===== config.mk =====
export PLATFORM = sky130hd
export DESIGN_NAME = palu_arbiter
export DESIGN_NICKNAME = d
export VERILOG_FILES = /design/src/rtl/palu_pkg.sv /design/src/rtl/palu_rr_arbiter2.sv /design/src/rtl/palu_arbiter.sv
export SDC_FILE = /design/constraint.sdc
export NUM_CORES = 1
export LEC_CHECK = 0
export ABC_AREA = 0
export CAP_MARGIN = 5
export CORE_ASPECT_RATIO = 1.5
export CORE_UTILIZATION = 35
export CTS_CLUSTER_DIAMETER = 40
export DETAILED_ROUTE_END_ITERATION = 6
export GPL_ROUTABILITY_DRIVEN = 0
export PLACE_DENSITY = 0.71
export SLEW_MARGIN = 10
export SYNTH_ARGS = -nofsm -noshare
export SYNTH_HDL_FRONTEND = slang
export SYNTH_SLANG_ARGS = --single-unit

===== constraint.sdc =====
create_clock -name clk -period 1.5 [get_ports clk]
set_input_delay 0.3 -clock clk [delete_from_list [all_inputs] [get_ports clk]]
set_output_delay 0.3 -clock clk [all_outputs]
set_load 0.005 [all_outputs]

===== src/rtl/palu_pkg.sv =====
// Shared definitions for the poor-man's ALU arbiter slice.
//   state_t    : sequencer states (IDLE -> WAIT -> RESP -> IDLE)
//   SEL_*      : ALU selector encodings; bit 1 picks the logic unit
//   CNT_W      : width of the ALU latency wait counter
//   mask_carry : carry reported to a requester (the logic unit has no carry)
package palu_pkg;

  typedef enum logic [1:0] {
    IDLE = 2'd0,
    WAIT = 2'd1,
    RESP = 2'd2
  } state_t;

  localparam logic [1:0] SEL_ADD   = 2'b00;
  localparam logic [1:0] SEL_SUB   = 2'b01;
  localparam logic [1:0] SEL_LOGIC = 2'b10;

  localparam int CNT_W = 3;

  // The boolean unit's carry_out is meaningless, so it is reported as 0.
  function automatic logic mask_carry(input logic [1:0] sel, input logic carry);
    return ((sel & SEL_LOGIC) != 2'b00) ? 1'b0 : carry;
  endfunction

endpackage


===== src/rtl/palu_rr_arbiter2.sv =====
// Two-way round-robin arbiter with its own last-grant history.
// Ports:
//   clk, rst_n  : clock / asynchronous active-low reset
//   req_valid   : [0] requester 0 valid, [1] requester 1 valid
//   grant_take  : the granted request is being accepted this cycle
//   grant_valid : at least one requester is asking
//   grant_id    : requester that wins if accepted this cycle
module palu_rr_arbiter2 (
  input  logic       clk,
  input  logic       rst_n,
  input  logic [1:0] req_valid,
  input  logic       grant_take,
  output logic       grant_valid,
  output logic       grant_id
);

  // Reset value 1 makes requester 0 the winner of the first contested grant.
  logic last_grant_reg;

  always_comb begin
    grant_valid = |req_valid;
    grant_id    = 1'b0;
    case (req_valid)
      2'b01:   grant_id = 1'b0;
      2'b10:   grant_id = 1'b1;
      2'b11:   grant_id = ~last_grant_reg;
      default: grant_id = 1'b0;
    endcase
  end

  // History only moves on an actual acceptance, never on a bare valid.
  always_ff @(posedge clk or negedge rst_n) begin
    if (!rst_n) begin
      last_grant_reg <= 1'b1;
    end else if (grant_take && grant_valid) begin
      last_grant_reg <= grant_id;
    end
  end

endmodule


===== src/rtl/palu_arbiter.sv =====
// Shares one 4-bit ALU between two requesters. A round-robin winner's
// operands/selector are registered onto the ALU, the result is sampled
// ALU_LATENCY cycles later and returned on a valid/ready response channel
// tagged with the requester id.
// Ports:
//   clk, rst_n                    : clock / asynchronous active-low reset
//   reqN_valid/ready              : request handshake for requester N (0,1)
//   reqN_operand_one/two/selector : request payload for requester N
//   alu_operand_one/two, alu_selector : registered drive to the ALU
//   alu_result, alu_carry         : ALU outputs
//   rsp_valid/ready               : response handshake
//   rsp_result, rsp_carry, rsp_id : captured response and originating requester
module palu_arbiter
  import palu_pkg::*;
#(
  parameter int ALU_LATENCY = 1
) (
  input  logic       clk,
  input  logic       rst_n,
  input  logic       req0_valid,
  output logic       req0_ready,
  input  logic [3:0] req0_operand_one,
  input  logic [3:0] req0_operand_two,
  input  logic [1:0] req0_selector,
  input  logic       req1_valid,
  output logic       req1_ready,
  input  logic [3:0] req1_operand_one,
  input  logic [3:0] req1_operand_two,
  input  logic [1:0] req1_selector,
  output logic [3:0] alu_operand_one,
  output logic [3:0] alu_operand_two,
  output logic [1:0] alu_selector,
  input  logic [3:0] alu_result,
  input  logic       alu_carry,
  output logic       rsp_valid,
  input  logic       rsp_ready,
  output logic [3:0] rsp_result,
  output logic       rsp_carry,
  output logic       rsp_id
);

  generate
    if (ALU_LATENCY < 1 || ALU_LATENCY > 7) begin : g_bad_latency
      $error("palu_arbiter: ALU_LATENCY must be in 1..7");
    end
  endgenerate

  localparam logic [CNT_W-1:0] LAT_M1 = CNT_W'(ALU_LATENCY - 1);

  state_t           state_reg, state_next;
  logic [CNT_W-1:0] cnt_reg, cnt_next;
  logic [3:0]       alu_a_reg, alu_a_next;
  logic [3:0]       alu_b_reg, alu_b_next;
  logic [1:0]       alu_sel_reg, alu_sel_next;
  logic [3:0]       rsp_result_reg, rsp_result_next;
  logic             rsp_carry_reg, rsp_carry_next;
  logic             rsp_id_reg, rsp_id_next;

  logic grant_valid;
  logic grant_id;
  logic accept;

  palu_rr_arbiter2 u_rr (
    .clk         (clk),
    .rst_n       (rst_n),
    .req_valid   ({req1_valid, req0_valid}),
    .grant_take  (accept),
    .grant_valid (grant_valid),
    .grant_id    (grant_id)
  );

  // Readies are only ever offered in IDLE, so one bubble cycle separates
  // each response handshake from the next acceptance.
  assign req0_ready = accept && !grant_id;
  assign req1_ready = accept &&  grant_id;

  always_comb begin
    state_next      = state_reg;
    cnt_next        = cnt_reg;
    alu_a_next      = alu_a_reg;
    alu_b_next      = alu_b_reg;
    alu_sel_next    = alu_sel_reg;
    rsp_result_next = rsp_result_reg;
    rsp_carry_next  = rsp_carry_reg;
    rsp_id_next     = rsp_id_reg;
    accept          = 1'b0;

    case (state_reg)
      IDLE: begin
        if (grant_valid) begin
          accept       = 1'b1;
          alu_a_next   = grant_id ? req1_operand_one : req0_operand_one;
          alu_b_next   = grant_id ? req1_operand_two : req0_operand_two;
          alu_sel_next = grant_id ? req1_selector    : req0_selector;
          rsp_id_next  = grant_id;
          cnt_next     = LAT_M1;
          state_next   = WAIT;
        end
      end
      WAIT: begin
        // alu_* stay stable here; the selector used for masking is the one
        // actually presented to the ALU.
        if (cnt_reg == '0) begin
          rsp_result_next = alu_result;
          rsp_carry_next  = mask_carry(alu_sel_reg, alu_carry);
          state_next      = RESP;
        end else begin
          cnt_next = cnt_reg - 1'b1;
        end
      end
      RESP: begin
        if (rsp_ready) begin
          state_next = IDLE;
        end
      end
      default: begin
        state_next = IDLE;
      end
    endcase
  end

  always_ff @(posedge clk or negedge rst_n) begin
    if (!rst_n) begin
      state_reg      <= IDLE;
      cnt_reg        <= '0;
      alu_a_reg      <= '0;
      alu_b_reg      <= '0;
      alu_sel_reg    <= '0;
      rsp_result_reg <= '0;
      rsp_carry_reg  <= 1'b0;
      rsp_id_reg     <= 1'b0;
    end else begin
      state_reg      <= state_next;
      cnt_reg        <= cnt_next;
      alu_a_reg      <= alu_a_next;
      alu_b_reg      <= alu_b_next;
      alu_sel_reg    <= alu_sel_next;
      rsp_result_reg <= rsp_result_next;
      rsp_carry_reg  <= rsp_carry_next;
      rsp_id_reg     <= rsp_id_next;
    end
  end

  assign alu_operand_one = alu_a_reg;
  assign alu_operand_two = alu_b_reg;
  assign alu_selector    = alu_sel_reg;
  assign rsp_valid       = (state_reg == RESP);
  assign rsp_result      = rsp_result_reg;
  assign rsp_carry       = rsp_carry_reg;
  assign rsp_id          = rsp_id_reg;

endmodule


==> results of run 1 <==
[cell type report]
class / count / area (µm²) / area share (%)
flip-flops and latches: 22 / 552 / 33.1
multi-input cells: 52 / 424 / 25.4
repair buffers: 60 / 586 / 35.1
clock buffers: 4 / 45.0 / 2.70
well taps: 37 / 46.3 / 2.78
inverters: 4 / 15.0 / 0.900
[metal layers]
| metal | global-route usage, % | wire length [µm] |
|---|---|---|
| met5 | 0 | 0 |
| met1 | 20.4 | 950 |
| met2 | 33.4 | 1410 |
| met4 | 8.33 | 38 |
| met3 | 3.21 | 123 |
[through the flow]
step / cell area [µm²] / total power, mW / hold WS [ns]
after floorplan: 1000 / 1.81 / 0.00441
after global placement: 1560 / 2.55 / 0.450
after detailed placement: 1560 / 2.61 / 0.460
after CTS: 1650 / 3.09 / 0.388
after global routing: 1670 / 3.32 / 0.416
final: 1670 / 3.10 / 0.382
[cell usage after synthesis (all sizes together)]
cell,count
dfrtp,21
a221o,10
o21a,10
buf,6
mux2,5
inv,4
nand2,4
nor2b,4
o21ai,4
nand3,3
ha,2
nand2b,2
nor2,2
a21o,1
and3,1
dfstp,1
mux2i,1
o22ai,1
o2bb2ai,1
or2,1
[worst register-to-register path, cell delays in order, from the launching register on]
cell     delay [ns]
dfrtp_1        0.40
buf_6          0.13
or2_4          0.31
o21a_1         0.22
a221o_1        0.28
[worst max-delay path by stage]
stage / cells after the start / start / end
detailed placement: 4 / req0_valid / cnt_reg[0]$_DFFE_PN0P_
finish: 4 / state_reg[1]$_DFFE_PN0P_ / req0_ready
global route: 4 / state_reg[1]$_DFFE_PN0P_ / req0_ready
global placement: 4 / req0_valid / cnt_reg[0]$_DFFE_PN0P_
floorplan: 6 / cnt_reg[0]$_DFFE_PN0P_ / rsp_result[0]$_DFFE_PN0P_
CTS: 4 / state_reg[0]$_DFFE_PN0P_ / req0_ready
[power by group through the flow]
stage          clock network (mW)  registers [mW]  logic, mW
2_1_floorplan                   0            1.05      0.762
3_3_place_gp                    0            1.05       1.50
3_5_place_dp                    0            1.06       1.55
4_1_cts                     0.383            1.05       1.66
5_1_grt                     0.411            1.08       1.82
6_report                    0.378            1.05       1.67
[kinds of logic after synthesis]
kind of cell / after synthesis / share of synthesized area [%]
AOI/OAI and AO/OA: 27 / 21.8
DFF: 22 / 55.2
and+or+nand+nor: 17 / 8.76
buffers and inverters: 10 / 5.13
muxes: 6 / 6.63
adders and majority gates: 2 / 2.50
[what timing repair did]
action	4_1_cts	5_1_grt
endpoints found under the setup margin	19	20
gates resized for setup	13	14
pin swaps	2	3
endpoints found under the hold margin	0	0
buffers inserted	5	0
==> flow_summary.json, run 1 <==
{
  "reg2reg_depth": 4,
  "internal-power_mw": 2.13,
  "power_density_nw_per_um2": 1860,
  "setup_tns_ns": 0,
  "p_seq_share_pct": 33.8,
  "grtUsageTotal_pct": 18.6,
  "numCtsBuffers": 3,
  "grt_max_degree": 23,
  "layout.cells.non_filler": 179,
  "yosys_warnings": 0,
  "hpwl_um": 1930,
  "grt_first_pass_wirelength_um": 4110,
  "clk_pin_slew_ns": 0.08,
  "hold_viol_final": 0,
  "synth_top_area_share_pct": 52.6,
  "core_um2": 2710,
  "setup_violations": 0,
  "synth.area.top_cells": "dfrtp_1 (53%), a221o_1 (10%), o21a_1 (7.5%)",
  "synth_nets": 116,
  "num_antenna_cells": 0,
  "cp.arrival_ns": 1.19,
  "clock-sinks": 22,
  "avgViaCountPerCell": 5.03,
  "ir_worst_vdd_mv": 0.869,
  "die_area_um2": 3080,
  "grt_overflow": 0,
  "crit_path_start_kind": "register",
  "crit_fanout": 2,
  "start_util_pct": 37.0,
  "firstDrtPassIters": 4,
  "status": "completed",
  "final_common_cell": "clkdlybuf4s50_1",
  "hold_class": "input port to async pin",
  "place_inst": 172,
  "finalWorstSetupSlack_ns": 0.00535,
  "finalMaxSlewViolations": 0,
  "worst_slew_pin_slew_ns": 0.560,
  "cpMostUsedCell": "buf_6",
  "via_count": 900,
  "antenna_left": 0,
  "drtIter0Drc": 14,
  "antenna_found_initial": 0,
  "finClkSkew_ns": 0.00585,
  "pre_cts_ws_ns": -0.419,
  "synth_top_cell_by_area": "dfrtp_1",
  "clock_latency_ns": 0.26,
  "htree_levels": 1,
  "numPortBuffers": 48,
  "drv_cap": 0,
  "synth-seq-cells": 22,
  "syn_area_um2": 1000,
  "final_cell_mix": "clkdlybuf4s50_1 (43), dfrtp_1 (21), o21a_1 (10), a221o_1 (10), buf_4 (10)",
  "routed_wl_um": 2520,
  "reg2reg_from": "state_reg[1]$_DFFE_PN0P_",
  "crit_path_end_kind": "primary output",
  "leakage_nw": 0.745,
  "fin_util_pct": 61.7,
  "reg2reg_to": "alu_operand_one[2]$_DFFE_PN0P_",
  "seq_area_frac_synth_pct": 55.2,
  "dieHeight_um": 67.5,
  "synthCells": 84,
  "rrSetupSlack_ns": 0.05,
  "clkPwrFrac_pct": 12.2,
  "nFillCells": 247,
  "syn2layout_area_growth_pct": 66.8,
  "cts_tree": "done",
  "cp.required_ns": 1.20,
  "critPathBufInv": 2,
  "cp_top_family": "flip-flops",
  "path_cells": "buf_6 -> nor2_4 -> and3_4 -> buf_6",
  "drive_gt1_share_pct": 22.5,
  "timing.fmax_mhz": 669,
  "cts_root_buffer": "clkbuf_8",
  "switchingPower_uw": 966,
  "yosys.cell_types.count": 22,
  "io_pins": 49,
  "period_minus_slack_ns": 1.49,
  "rows": 23,
  "slew_headroom_pct": 62.6,
  "wl_per_cell_um": 14.1,
  "cts_hold_buf": 0,
  "finalCritPeriodShare_pct": 99.6,
  "drc_errors": 0,
  "clockBufferDepth": 2,
  "synth.avg_cell_area_um2": 11.9,
  "combPwrFrac_pct": 54.0,
  "grt_pass1_vias": 993,
  "fin_nets": 175,
  "slowest_delay_ns": 0.40,
  "die_x_um": 45.6,
  "rsz0062_at_grt": "true",
  "path_class": "register to primary output",
  "cpMaxStageDelayCell": "dfrtp_1",
  "swShare_pct": 31.2
}
No activity file was read; power rests on OpenSTA's default activity.
==> run 2, diff against run 1 <==
--- a/config.mk
+++ b/config.mk
@@ -8,7 +8,9 @@
 export ABC_AREA = 0
 export CAP_MARGIN = 5
 export CORE_ASPECT_RATIO = 1.5
+export CORE_MARGIN = 1.5
 export CORE_UTILIZATION = 35
+export CTS_BUF_LIST = sky130_fd_sc_hd__clkbuf_4 sky130_fd_sc_hd__clkbuf_8
 export CTS_CLUSTER_DIAMETER = 40
 export DETAILED_ROUTE_END_ITERATION = 6
 export GPL_ROUTABILITY_DRIVEN = 0
==> flow_summary.json, run 2 (synthesis results as in run 1) <==
{
  "syn2layout_area_growth_pct": 65.5,
  "numCtsBuffers": 3,
  "finalWorstSetupSlack_ns": -0.0298,
  "grt_overflow": 0,
  "worst_slew_pin_slew_ns": 0.542,
  "p_seq_share_pct": 34.4,
  "hold_ws_ns": 0.384,
  "hpwl_um": 1780,
  "avgViaCountPerCell": 4.90,
  "clockBufferDepth": 2,
  "drv_cap": 0,
  "antenna_left": 0,
  "grt_first_pass_wirelength_um": 3740,
  "hold_class": "input port to async pin",
  "finalMaxSlewViolations": 0,
  "drc_errors": 0,
  "crit_fanout": 3,
  "crit_path_end_kind": "primary output",
  "clkPwrFrac_pct": 12.6,
  "cp_top_family": "flip-flops",
  "critPathBufInv": 1,
  "reg2reg_depth": 5,
  "numPortBuffers": 48,
  "htree_levels": 1,
  "cts_tree": "done",
  "switchingPower_uw": 946,
  "status": "finished with violations",
  "io_pins": 49,
  "firstDrtPassIters": 4,
  "setup_violations": 1,
  "finClkSkew_ns": 0.000764,
  "slew_headroom_pct": 63.8,
  "core_um2": 2710,
  "rsz0062_at_grt": "true",
  "final_cell_mix": "clkdlybuf4s50_1 (44), dfrtp_1 (21), o21a_1 (10), a221o_1 (10), buf_4 (10)",
  "pre_cts_ws_ns": -0.389,
  "cpMaxStageDelayCell": "dfstp_2",
  "antenna_found_initial": 0,
  "slowest_delay_ns": 0.56,
  "wl_per_cell_um": 13.7,
  "cts_hold_buf": 0,
  "cp.arrival_ns": 1.23,
  "internal-power_mw": 2.13,
  "start_util_pct": 37.0,
  "reg2reg_from": "state_reg[1]$_DFFE_PN0P_",
  "rows": 23,
  "clk_pin_slew_ns": 0.07,
  "final_common_cell": "clkdlybuf4s50_1",
  "crit_path_start_kind": "register",
  "routed_wl_um": 2440,
  "path_cells": "nand2b_4 -> and3_4 -> clkbuf_2",
  "reg2reg_to": "rsp_carry$_DFFE_PN0P_",
  "power.total_mw": 3.08,
  "cp.required_ns": 1.20,
  "rrSetupSlack_ns": 0.08,
  "die_x_um": 46.6,
  "path_class": "register to primary output",
  "period_minus_slack_ns": 1.53,
  "swShare_pct": 30.7,
  "finalCritPeriodShare_pct": 102,
  "timing.fmax_mhz": 654,
  "combPwrFrac_pct": 53.0,
  "leakage_nw": 0.736,
  "cts_root_buffer": "clkbuf_8",
  "clock-sinks": 22,
  "die_area_um2": 3190,
  "ir_worst_vdd_mv": 0.866,
  "power_density_nw_per_um2": 1860,
  "drtIter0Drc": 11,
  "grt_max_degree": 23,
  "grtUsageTotal_pct": 17.0,
  "dieHeight_um": 68.5,
  "hold_viol_final": 0,
  "grt_pass1_vias": 872,
  "drive_gt1_share_pct": 23.4,
  "num_antenna_cells": 0,
  "fin_nets": 174,
  "postPlaceCellArea_um2": 1560,
  "violations": "negative setup slack",
  "clock_latency_ns": 0.26,
  "via_count": 872,
  "stdcell_area_um2": 1650
}
run 2: area by class of cell:
| class | count | area [µm²] |
|---|---|---|
| Fill cell | 247 | 1050 |
| Inverter | 4 | 15.0 |
| Tap cell | 37 | 46.3 |
| Clock buffer | 4 | 48.8 |
| Multi-Input combinational cell | 52 | 432 |
| Sequential cell | 22 | 552 |
| Timing Repair Buffer | 59 | 561 |
run 2: timing repair:
item,CTS,global route
setup endpoints to repair,17,8
resized for setup,11,13
pin swaps,1,2
buffers inserted,2,0
run 2: per-layer routing:
metal | track usage (%) | up-vias | routed length [µm]
met1 | 20.2 | 416 | 968
met5 | 0 | - | 0
met2 | 27.1 | 34 | 1280
met3 | 2.37 | 6 | 112
met4 | 12.2 | 0 | 74
li1 | - | 416 | -
run 2: worst max-delay path by stage:
stage,from,end,cells past startpoint
final,u_rr.last_grant_reg$_DFFE_PN1P_,req0_ready,3
after detailed placement,req0_valid,cnt_reg[0]$_DFFE_PN0P_,4
after global placement,req0_valid,cnt_reg[0]$_DFFE_PN0P_,4
after CTS,u_rr.last_grant_reg$_DFFE_PN1P_,req0_ready,3
after global routing,state_reg[0]$_DFFE_PN0P_,req0_ready,4
after floorplan,cnt_reg[0]$_DFFE_PN0P_,rsp_result[0]$_DFFE_PN0P_,6
run 2: through the flow:
step	util [%]	cells	setup TNS, ns
floorplan	-	84	0
global placement	57.6	172	-4.53
detailed placement	57.6	172	-5.35
CTS	60.5	178	-0.188
global route	61.1	178	-0.115
finish	61.1	178	-0.0298
run 2: worst reg2reg max path: stages (launching register included):
cell and delay (ns):
dfrtp_1 0.42, buf_4 0.15, nor2b_2 0.11, nor2b_1 0.13, buf_4 0.16, mux2_2 0.33
run 2: power by group through the flow:
stage | clock network [mW] | logic (mW) | registers (mW)
after detailed placement | 0 | 1.54 | 1.05
after CTS | 0.398 | 1.61 | 1.06
after global placement | 0 | 1.51 | 1.05
final | 0.387 | 1.63 | 1.06
after global routing | 0.424 | 1.79 | 1.09
after floorplan | 0 | 0.762 | 1.05
==> variant 1: new RTL, config.mk and constraints of run 1 <==
Take the reset off `rsp_result_reg` and load it in a clocked block of its own.
--- a/src/rtl/palu_arbiter.sv
+++ b/src/rtl/palu_arbiter.sv
@@ -127,5 +127,4 @@
       alu_b_reg      <= '0;
       alu_sel_reg    <= '0;
-      rsp_result_reg <= '0;
       rsp_carry_reg  <= 1'b0;
       rsp_id_reg     <= 1'b0;
@@ -136,8 +135,11 @@
       alu_b_reg      <= alu_b_next;
       alu_sel_reg    <= alu_sel_next;
-      rsp_result_reg <= rsp_result_next;
       rsp_carry_reg  <= rsp_carry_next;
       rsp_id_reg     <= rsp_id_next;
     end
+  end
+
+  always_ff @(posedge clk) begin
+    rsp_result_reg <= rsp_result_next;
   end
 
Formal check against the unedited RTL: differs if rst_n is asserted again (counterexample within 4 cycles, from zero or initial values and one cycle with rst_n low); with rst_n held inactive, the same outputs for 10 cycles.
==> variant 1 against run 1 <==
  * Final area increased by 5.4%
  * Setup slack improved by 33 ps
  * Synthesized area increased by 11%
  * Clock skew decreased by 1.8 ps
  * Sequential power about the same
  * Sequential cell count unchanged
  * Routed wire length increased by 5.0%
  * Total power decreased by 4.4%
  * Synthesized cell count increased by 20%
==> variant 1: results (changes against run 1) <==
Outcome: finished, final reports clean (unchanged)
Metal-1 WL: 1.01 mm (was 950 µm)
Flop-to-flop setup slack: 140 ps (was 50 ps)
Post-synthesis sequential area ratio: 51.7% (was 55.2%)
First-pass GRT wire length: 4.42 mm (was 4.11 mm)
Layout cells sized above 1: 26.4% (was 22.5%)
Top post-synthesis cells by area: dfrtp_1, edfxtp_1, o221ai_2 (was dfrtp_1, a221o_1, o21a_1)
Cell Count Post-Placement: 192 (was 172)
Multi-input gate share of the layout cell area: 25.1% (was 25.4%)
Post-DP HPWL: 2.00 mm (was 1.93 mm)
Worst Path Max Fanout: 3 (was 2)
Int Pwr: 1.96 mW (was 2.13 mW)
GRT Overall Usage: 18.0% (was 18.6%)
Number of distinct library cells after synthesis: 25 (was 22)
Number of synthesized flops with an enable pin: 4 (was 0)
Worst reg2reg endpoint: alu_operand_two[3]$_DFFE_PN0P_ (was alu_operand_one[2]$_DFFE_PN0P_)
Non-Filler Instances: 198 (was 179)
Hold Worst Slack: 376 ps (was 382 ps)
Pre-CTS WS: -343 ps (was -419 ps)
Worst flop-to-flop path startpoint: u_rr.last_grant_reg$_DFFE_PN1P_ (was state_reg[1]$_DFFE_PN0P_)
DP Area: 1680 µm² (was 1560 µm²)
Maximum VDD drop: 973 µV (was 869 µV)
R2R depth: 5 (was 4)
Rel. slew slack: 84.3% (was 62.6%)
Pin count of the biggest net entering global routing: 19 (was 23)
Initial DRC Count: 1 (was 14)
Vias in the first global route: 972 (was 993)
Logic inverters: 25 (was 4)
Avg Cell Area, Syn: 11.0 µm² (was 11.9 µm²)
NonClk Buf Share: 31.7% (was 35.1%)
Via count: 952 (was 900)
Metal2 WL: 1.52 mm (was 1.41 mm)
Clock-cell share: 2.56% (was 2.70%)
Fmax: 0.684 GHz (was 0.669 GHz)
Filler cell count: 273 (was 247)
Multi-input gates: 50 (was 52)
[variant 1: cell types whose count changed after synthesis, sizes merged, moves of 2 or more]
| cell | run 1 | this run |
|---|---|---|
| buf | 6 | 4 |
| a221o | 10 | 0 |
| o21a | 10 | 0 |
| o221ai | 0 | 10 |
| nor2 | 2 | 6 |
| edfxtp | 0 | 4 |
| mux2 | 5 | 1 |
| o21ai | 4 | 12 |
| nand2b | 2 | 4 |
| inv | 4 | 25 |
| dfrtp | 21 | 17 |
[variant 1: critical path, cell delays in order (launching register included)]
cell and delay, ps:
dfstp_2 560, nand2b_4 140, nand3_4 70, inv_2 60
buf_6 80
[variant 1: cells by family after synthesis]
family / Yosys count
buffers and inverters: 29
AO/OA/AOI/OAI: 25
flip-flops: 22
AND/OR/NAND/NOR: 20
multiplexers: 3
adder cells (fa/ha/maj): 2
[variant 1: per-layer routing]
metal | GRT usage, % | vias to the layer above
met2 | 31.7 | 26
met5 | 0 | -
li1 | - | 452
met3 | 2.30 | 4
met1 | 21.2 | 470
met4 | 5.86 | 0
==> variant 2: new RTL, config.mk and constraints of run 1 <==
Made on the original files. The package constant `CNT_W` goes from 3 to 5.
--- a/src/rtl/palu_pkg.sv
+++ b/src/rtl/palu_pkg.sv
@@ -16,5 +16,5 @@
   localparam logic [1:0] SEL_LOGIC = 2'b10;
 
-  localparam int CNT_W = 3;
+  localparam int CNT_W = 5;
 
   // The boolean unit's carry_out is meaningless, so it is reported as 0.
Function: same outputs for any inputs over 10 cycles, from zero or initial values and one cycle with rst_n low; that may be too few to reach the edited logic, so the function may still have changed.
==> variant 2 against run 1 <==
  * The run now ends with setup timing left
  * Routed wire length up 19%
  * Sequential cell count is 2 higher
  * Register-to-register slack lost 350 ps
  * Global-route usage up 2.3 points
  * Setup slack worse by 310 ps
  * Utilization grew 3.0 points
  * Synthesized area increased by 12%
  * Final area up 15%
  * Count of clock-buffer cells in the layout unchanged
  * Clock power rose by 21%
  * Total power rose by 21%
  * Largest cell class unchanged
==> variant 2: results (changes against run 1) <==
Syn_nets: 121 (was 116)
GRT Overall Usage: 20.8% (was 18.6%)
Total routed wirelength: 3.01 mm (was 2.52 mm)
Vias in the first global route: 1130 (was 993)
Post-DP HPWL: 2.28 mm (was 1.93 mm)
Setup TNS: -1650 ps (was 0 ps)
Setup WS post-layout: -303 ps (was 5.35 ps)
Post-synthesis sequential area ratio: 53.7% (was 55.2%)
Layout cells sized above 1: 32.3% (was 22.5%)
Top cells by instance count after synthesis: dfrtp_1, a21boi_0, a221o_1, mux2_4, inv_1 (was dfrtp_1, a221o_1, o21a_1, buf_2)
Top post-synthesis cells by area: dfrtp_1, a221o_1, a21boi_0 (was dfrtp_1, a221o_1, o21a_1)
Worst path slowest cell: or3_4 (was dfrtp_1)
Final setup vio count: 8 (was 0)
Critical Path AT: 1960 ps (was 1190 ps)
First-pass GRT wire length: 5.11 mm (was 4.11 mm)
Outcome: finished, violations left (was finished, final reports clean)
Number of distinct library cells after synthesis: 31 (was 22)
Initial DRC Count: 17 (was 14)
Pin count of the biggest net entering global routing: 25 (was 23)
Pleak: 0.908 nW (was 0.745 nW)
Clk_lat worst skew: 280 ps (was 260 ps)
Failing checks: setup timing
Nets: 187 (was 175)
Clock Skews: 7.68 ps (was 5.85 ps)
Crit-path leading delay family: simple AND/OR/NAND/NOR gates (was flip-flops)
==> variant 2: changes by cell type in the layout (fill, tap and decap cells not counted), moves of 3 or more <==
cell / change
mux2_2: -4
nand2_1: -3
mux2_4: +5
o21ai_0: -4
inv_2: -3
inv_1: +3
o21a_1: -10
buf_4: +4
a21boi_0: +8
==> variant 2: repair_timing <==
item | 4_1_cts | 5_1_grt
pin swaps | 6 | 2
gates resized for setup | 33 | 10
setup buffers | 3 | 0
setup endpoints to repair | 14 | 18
==> variant 2: final timing paths <==
path,startpoint,to,slack (ps),cells past startpoint
max,cnt_reg[0]$_DFFE_PN0P_,rsp_result[2]$_DFFE_PN0P_,-300,5
min,rst_n,alu_operand_one[1]$_DFFE_PN0P_,370,2
max reg2reg,cnt_reg[0]$_DFFE_PN0P_,rsp_result[2]$_DFFE_PN0P_,-300,5
min reg2reg,rsp_id$_DFFE_PN0P_,rsp_id$_DFFE_PN0P_,500,1
max in group asynchronous,rst_n,u_rr.last_grant_reg$_DFFE_PN1P_,850,2
min in group clk,rsp_id$_DFFE_PN0P_,rsp_id$_DFFE_PN0P_,500,1
==> variant 2: cell families after synthesis <==
group / synth area share, %
AOI/OAI and AO/OA: 23.0
muxes: 7.60
buffers and inverters: 3.69
and+or+nand+nor: 10.8
adders and majority gates: 1.12
DFF: 53.7
==> variant 2: routing by layer <==
metal	GRT usage (%)	part of all wire (%)	vias to the layer above	wire length [µm]
met5	0	0	-	0
met4	8.33	1.8	0	55
met3	3.02	5.2	5	156
met2	34.1	54	45	1610
met1	26.4	39	487	1180
li1	-	-	469	-
==> variant 2: stage by stage <==
step	setup slack [ps]	util, %	instances	hold WS, ps
global route	-337	64.7	194	447
finish	-303	64.7	194	366
CTS	-286	64.0	194	383
floorplan	-364	-	90	4.41
global placement	-375	58.8	188	465
detailed placement	-406	58.8	188	473
==> variant 2: report_power, final <==
part           leakage [nW]  internal [mW]  switching (mW)
clock network        0.0288          0.235           0.221
registers             0.295          0.957           0.184
logic                 0.584           1.37           0.791
total                 0.908           2.56            1.20
==> variant 2: area by class of cell <==
cell class,count,area [µm²]
Fill cell,219,1050
Tap cell,39,48.8
Multi-Input combinational cell,57,564
Clock buffer,4,55.1
Sequential cell,24,602
Inverter,4,15.0
Timing Repair Buffer,66,638
==> variant 2: worst reg2reg max path, cell delays in order (launching register included) <==
cell and delay, ps:
dfrtp_1 390, inv_1 60, ha_1 150, or3b_4 390
or3_4 400, mux2_4 320
